## src/rtl/usb_rx_pkg.sv

```systemverilog
// Shared definitions for the USB receive path: bit-timer state encoding,
// default bit/byte timing constants and the bit-stuffing run length.
package usb_rx_pkg;

    // Bit-timer states: idle, waiting for the first edge, running bit phase
    typedef enum logic [1:0] {
        IDLE  = 2'd0,
        ARMED = 2'd1,
        RUN   = 2'd2
    } rx_state_t;

    // Default system clocks per USB bit and data bits per byte
    localparam int DEF_CLKS_PER_BIT  = 8;
    localparam int DEF_BITS_PER_BYTE = 8;

    // Number of consecutive data ones after which a stuff bit follows
    localparam int STUFF_RUN_LEN = 6;

endpackage

```

## src/rtl/rx_bit_timer.sv

```systemverilog
// USB receive bit-timing controller. Recovers bit phase from D+ edges,
// strobes the RX shift register once per bit, drops stuff bits and
// signals each completed byte.
//
// Strobe semantics: shift_enable, stuff_skip and stuff_err are one-cycle
// pulses with no backpressure; they are valid in the cycle they are high
// and the consumer must act in that cycle. byte_received follows the
// final shift_enable of a byte by exactly one cycle.
module rx_bit_timer
    import usb_rx_pkg::*;
#(
    parameter int CLKS_PER_BIT  = DEF_CLKS_PER_BIT,
    parameter int SAMPLE_OFFSET = 3,
    parameter int BITS_PER_BYTE = DEF_BITS_PER_BYTE
) (
    input  logic                             clk,
    input  logic                             rst,
    input  logic                             rcving,
    input  logic                             d_edge,
    input  logic                             d_decoded,
    output logic                             shift_enable,
    output logic                             stuff_skip,
    output logic                             stuff_err,
    output logic                             byte_received,
    output logic [$clog2(BITS_PER_BYTE)-1:0] bit_cnt,
    output rx_state_t                        dbg_state
);

    localparam int PH_W   = $clog2(CLKS_PER_BIT);
    localparam int BC_W   = $clog2(BITS_PER_BYTE);
    localparam int ONES_W = $clog2(STUFF_RUN_LEN + 1);

    localparam logic [PH_W-1:0]   PH_ONE    = PH_W'(1);
    localparam logic [PH_W-1:0]   PH_SAMPLE = PH_W'(SAMPLE_OFFSET);
    localparam logic [PH_W-1:0]   PH_LAST   = PH_W'(CLKS_PER_BIT - 1);
    localparam logic [BC_W-1:0]   BC_LAST   = BC_W'(BITS_PER_BYTE - 1);
    localparam logic [ONES_W-1:0] ONES_LAST = ONES_W'(STUFF_RUN_LEN - 1);

    rx_state_t         r_state;
    logic [PH_W-1:0]   r_ph;
    logic [BC_W-1:0]   r_bit_cnt;
    logic [ONES_W-1:0] r_ones_cnt;
    logic              r_skip_pend;
    logic              r_byte_received;

    logic w_sample;
    logic w_shift;
    logic w_byte_done;

    // Sample point and per-bit strobes, decoded from registered phase state
    always_comb begin
        w_sample    = (r_state == RUN) && (r_ph == PH_SAMPLE);
        w_shift     = w_sample && !r_skip_pend;
        w_byte_done = w_shift && (r_bit_cnt == BC_LAST);
    end

    // Bit-timing FSM with phase, bit and ones counters; rcving low aborts
    // everything except a byte that completes in the abort cycle itself
    always_ff @(posedge clk) begin
        if (rst) begin
            r_state         <= IDLE;
            r_ph            <= '0;
            r_bit_cnt       <= '0;
            r_ones_cnt      <= '0;
            r_skip_pend     <= 1'b0;
            r_byte_received <= 1'b0;
        end else begin
            r_byte_received <= w_byte_done;
            if (!rcving) begin
                r_state     <= IDLE;
                r_ph        <= '0;
                r_bit_cnt   <= '0;
                r_ones_cnt  <= '0;
                r_skip_pend <= 1'b0;
            end else begin
                case (r_state)
                    IDLE: begin
                        r_state <= ARMED;
                    end
                    ARMED: begin
                        // The first edge is phase 0 of the first bit
                        if (d_edge) begin
                            r_state <= RUN;
                            r_ph    <= PH_ONE;
                        end
                    end
                    RUN: begin
                        // Any edge resyncs; a coincident sample still fires
                        if (d_edge) begin
                            r_ph <= PH_ONE;
                        end else if (r_ph == PH_LAST) begin
                            r_ph <= '0;
                        end else begin
                            r_ph <= r_ph + PH_W'(1);
                        end
                        if (w_sample) begin
                            if (r_skip_pend) begin
                                r_ones_cnt  <= '0;
                                r_skip_pend <= 1'b0;
                            end else begin
                                r_ones_cnt  <= d_decoded ? r_ones_cnt + ONES_W'(1) : '0;
                                r_skip_pend <= (r_ones_cnt == ONES_LAST) && d_decoded;
                                r_bit_cnt   <= (r_bit_cnt == BC_LAST) ? '0 : r_bit_cnt + BC_W'(1);
                            end
                        end
                    end
                    default: begin
                        r_state <= IDLE;
                    end
                endcase
            end
        end
    end

    assign shift_enable  = w_shift;
    assign stuff_skip    = w_sample && r_skip_pend;
    assign stuff_err     = w_sample && r_skip_pend && d_decoded;
    assign byte_received = r_byte_received;
    assign bit_cnt       = r_bit_cnt;
    assign dbg_state     = r_state;

endmodule
```

## config.mk

```make
export PLATFORM = sky130hd
export DESIGN_NAME = rx_bit_timer
export DESIGN_NICKNAME = d
export VERILOG_FILES = /design/src/rtl/usb_rx_pkg.sv /design/src/rtl/rx_bit_timer.sv
export SDC_FILE = /design/constraint.sdc
export NUM_CORES = 1
export LEC_CHECK = 0
export CAP_MARGIN = 30
export CORE_UTILIZATION = 50
export DETAILED_ROUTE_END_ITERATION = 7
export PLACE_DENSITY = 0.78
export SYNTH_ARGS = -nofsm -noshare
export SYNTH_HDL_FRONTEND = slang
export SYNTH_SLANG_ARGS = --single-unit
```

## constraint.sdc

```tcl
create_clock -name clk -period 4.21 [get_ports clk]
set_input_delay 0.421 -clock clk [delete_from_list [all_inputs] [get_ports clk]]
set_output_delay 0.421 -clock clk [all_outputs]
set_load 0.01 [all_outputs]
```

== Yosys cells after proc, flatten, opt, wreduce, memory -nomap -nowiden ==
Index checks and enable logic that the tools add are counted.
Operators by class
  add/subtract/negate cells: 3
  equality and inequality tests: 7
  mux-type cells: 10
  bitwise operators: 3
  reductions and logical operators: 14
Operator list (count)
  3-bit 2-to-1 mux: 6
  3-bit by 1-bit adder with 3-bit output (second input constant): 3
  3-bit equality test (second input constant): 3
  1-bit logical AND: 6
  2-bit one-hot mux with 3 select lines: 1
  3-bit one-hot mux with 2 select lines: 1
  2-bit AND reduction: 3
  3-bit by 2-bit equality test with 1-bit output (second input constant): 1
  1-bit inverter: 3
  3-bit AND reduction: 1
  2-bit by 1-bit equality test with 1-bit output (second input constant): 1
  2-bit equality test (second input constant): 1
  2-bit logical NOT: 1
  2-bit 2-to-1 mux: 1
  2-bit inequality test (second input constant): 1
  2-bit nonzero test: 1
  2-bit OR reduction: 1
  1-bit logical NOT: 1
  1-bit 2-to-1 mux: 1
Storage, ports and cells
  register bits after elaboration: 13
  bits of input ports: 5
  output and inout bits: 9
  word-level logic and storage cells: 43

== Longest topological paths before layout ==
  word-level depth: 4
  gate-level depth with buffers: 5
  gate-level depth less buffers: 5

== Worst setup path before layout ==
OpenSTA, ideal clock, no wires.
  path kind: reg-to-output
  start: register r_ph[0]
  end: output port stuff_err
  data arrival time: 1137 ps
  path slack: 2652 ps
  stages on the path, launching flop included: 5
  cell sequence: dfxtp_1 > ha_1 > ha_1 > and3b_2 > and3_1
Between the ends
  cells in the longest elaborated chain, start to end: 4
Ends and longest elaborated chain
  start, declared: line rx_bit_timer.sv:40  | logic [PH_W-1:0] r_ph;
  start signal, assigned: line rx_bit_timer.sv:94  | r_ph <= r_ph + PH_W'(1);
  3-bit by 2-bit equality test with 1-bit output: line rx_bit_timer.sv:52  | w_sample = (r_state == RUN) && (r_ph == PH_SAMPLE);
  1-bit logical AND: line rx_bit_timer.sv:52
  1-bit logical AND (2 in series): line rx_bit_timer.sv:117  | assign stuff_err = w_sample && r_skip_pend && d_decoded;
  end, declared: line rx_bit_timer.sv:23  | output logic stuff_err,
Every way passes these cells.

== Worst setup path after layout ==
Ends and elaborated chain as after synthesis.

==> out/summary.log <==
INFO  outcome        outcome=finished clean
INFO  sta            layout_setup_ws=1.859ns
INFO  clock_network  worst_setup_hold_path_clk_slew=0.08ns
INFO  power_and_ir_drop leakage_power=0.3275nW
INFO  yosys          synth.yosys.seq_area_share=0.3775
INFO  clock_network  htree_levels=1
INFO  power_and_ir_drop power.density_cell_area=256.0mW/mm²
INFO  clock_network  tritoncts.num_buffers=3
INFO  sta            slew_headroom=0.6668
INFO  power_and_ir_drop power.ir.vdd_worst=0.0001559V
INFO  yosys          post_synth_num_cell_types=29
INFO  clock_network  cts_hold_buffers=0
INFO  layout         total_non_filler_cell_area_in_the_finished_layout=844.6µm²
INFO  hold_path      hold_path_class=register to register
INFO  global_routing grt_pass1_vias=505
INFO  critical_path  setup.worst_path.class=register to primary output
INFO  critical_path  setup.worst_path.end_class=primary output
INFO  hold_path      timing.hold.worst.start=r_ones_cnt[1]
INFO  critical_path  crit-reg2reg-launch=r_ph[0]
INFO  layout         post-route-util=0.6573
INFO  layout         mostFrequentLayoutCells=sky130_fd_sc_hd__dfxtp_1, sky130_fd_sc_hd__clkdlybuf4s50_1, sky130_fd_sc_hd__a21oi_1
INFO  sta            setup_viol=0
INFO  routing        drt-initial-drc-count=11
INFO  global_routing grt_util_all_layers=0.2024
INFO  die            floorplan.die.width=39.13µm
INFO  placement      dp_hpwl=887.7µm
INFO  critical_path  timing.reg2reg.setup_slack=2.58ns
INFO  placement      placement.cell_area=818.3µm²
INFO  critical_path  critPathMaxStageDelay=0.53ns
INFO  yosys          synthCells=77
INFO  clock_network  cts_max_path_buffers=2
INFO  flow_run       max_cap_violations=0
INFO  layout         final_layout_size_suffix_gt1_frac=0.09890
INFO  die            height_of_the_chip=39.13µm
INFO  die            fp.coreArea=0.001285mm²
INFO  sta            period_share=0.5585
INFO  sta            fmax=0.4253GHz
INFO  placement      dp_slack=2.132ns
INFO  critical_path  most_frequent_cell_on_the_critical_path=sky130_fd_sc_hd__ha_1
INFO  hold_path      number_of_instances_on_the_worst_hold_path=2
INFO  clock_network  cts_tree=built
INFO  sta            holdWs=0.4845ns
INFO  routing        routedWlPerCell=11.38µm
INFO  routing        avgViaCountPerCell=5.415
INFO  routing        drc_errors=0
INFO  critical_path  r2r_end=r_ph[1]
INFO  critical_path  r2r_depth=4
INFO  global_routing pin_count_of_the_biggest_net_entering_global_routing=14
INFO  clock_network  number_of_buffers_inserted_by_post_cts_setup_repair=0
INFO  routing        postRouteAntennaNets=0
INFO  critical_path  timing.critical_path.required=3.79ns
INFO  critical_path  crit_start=r_ph[0]
INFO  sta            worstMarginPinSlew=0.4997ns
INFO  hold_path      hold_path_end=r_ones_cnt[1]
INFO  yosys          yosysWarningCount=0
INFO  clock_network  cts.sink_count=13
INFO  global_routing antenna_found_initial=0
INFO  global_routing grt.met3_usage=0.1040
INFO  sta            worst_clock_skew=0.006265ns
INFO  global_routing gr-usage-met2=0.3458
INFO  placement      gp_routability_congestion=0.7080
INFO  placement      port_buffers=13
INFO  layout         num_antenna_cells=0
INFO  global_routing global_route.usage.met1=0.2268
INFO  yosys          synth_seq_cells=13
INFO  critical_path  path_cells=ha_1 -> ha_1 -> and3b_2 -> and3_1 -> clkdlybuf4s50_1
INFO  die            number_of_rows_in_the_core_area=13
INFO  yosys          synth_nets=89
INFO  critical_path  timing.critical_path.from_type=register
INFO  sta            finalWorstPathRequiredPeriod=2.351ns
INFO  routing        finalWirelength=1206µm
INFO  routing        detailedRoute.firstPassIterationCount=4
INFO  die            design.die.area=0.001531mm²
INFO  clock_network  clk_latency=0.28ns
INFO  layout         layout.nets=104
INFO  yosys          avg_synthesized_cell_area=8.953µm²
INFO  clock_network  cts.repair.resized=0
INFO  critical_path  cp.arrival=1.93ns
INFO  sta            rsz0062_at_grt=false
INFO  sta            hold_violations=0
INFO  layout         synthToLayoutAreaGrowth=22.50%
INFO  yosys          synth.cell_area=689.4µm²
INFO  global_routing grt_pass1_wl=2056µm
INFO  clock_network  clockRootBuffer=sky130_fd_sc_hd__clkbuf_4
INFO  global_routing grt_most_used_layer=met2
INFO  critical_path  critical_path.slowest_cell=sky130_fd_sc_hd__clkdlybuf4s50_1
INFO  sta            final.setup.tns=0ns
INFO  die            starting_density_of_the_core=0.5365
INFO  sta            timing.final.max_slew_violations=0
INFO  global_routing congestion_overflow_gr=0
INFO  die            top_level_ports=14
INFO  routing        num_vias=574
INFO  critical_path  crit_fanout=4
cell families (layout without fill, tap and decap cells):
family                   after synthesis  count (layout)  share of synthesized area
AO/OA/AOI/OAI                         18              18                     0.1615
adder cells (fa/ha/maj)                7               7                     0.1270
buffers and inverters                  7              21                    0.05080
flip-flops                            13              13                     0.3775
multiplexers                           1               1                    0.01452
AND/OR/NAND/NOR                       31              31                     0.2686
Yosys cell counts, drive strengths merged:
cell type	instances	area share
a21o	1	0.011
a21oi	9	0.065
a2bb2oi	1	0.013
a311oi	1	0.013
and2b	1	0.013
and3	2	0.018
and3b	2	0.027
and4bb	1	0.024
buf	3	0.029
dfxtp	13	0.38
ha	7	0.13
inv	4	0.022
mux2i	1	0.015
nand2	8	0.044
nand2b	3	0.027
nand3	1	0.0073
nand3b	1	0.016
nor2	6	0.033
nor3	1	0.0073
nor3b	1	0.011
nor4	1	0.0091
o21ai	4	0.029
o21ba	1	0.015
o311a	1	0.016
or3	2	0.018
or4b	1	0.015
metal layers:
metal / routed length [µm] / share of wire / vias to the layer above
met4: 0 / 0 / 0
met3: 52 / 0.043 / 0
li1: - / - / 298
met2: 593 / 0.49 / 12
met1: 561 / 0.47 / 264
met5: 0 / 0 / -
critical path: cells and delay by family (launching register included):
kind                       cells  cell delay (ns)
adders and majority gates      2             0.39
DFF                            1             0.38
buffers and inverters          1             0.53
and+or+nand+nor                2             0.36
registers in the layout (all words and copies together) (netlist names):
register and count:
r_ones_cnt 3, byte_received 1, bit_cnt 3, r_ph 3, r_skip_pend 1, dbg_state 2
stage by stage:
stage	cells	total power, mW
finish	106	0.2162
global route	106	0.2265
CTS	106	0.2204
detailed placement	102	0.1435
global placement	102	0.1434
floorplan	77	0.1375
report_power, final:
part / switching (mW) / internal, mW / leakage (nW)
sequential: 0.00253 / 0.124 / 0.105
combinational: 0.00574 / 0.00818 / 0.207
clock: 0.0389 / 0.0367 / 0.0150
final cells by class:
class                   instances  area (µm²)
well taps                      15       18.77
flip-flops and latches         13       260.3
multi-input cells              57       394.1
clock buffers                   4       26.28
fillers                       106       440.4
repair buffers                 13       130.1
inverters                       4       15.01
worst max-delay path by stage:
| stage | endpoint |
|---|---|
| after floorplan | stuff_err |
| after global placement | stuff_err |
| after detailed placement | stuff_err |
| after CTS | stuff_err |
| after global routing | stuff_err |
| final | stuff_err |
(Power assumes the default switching activity.)
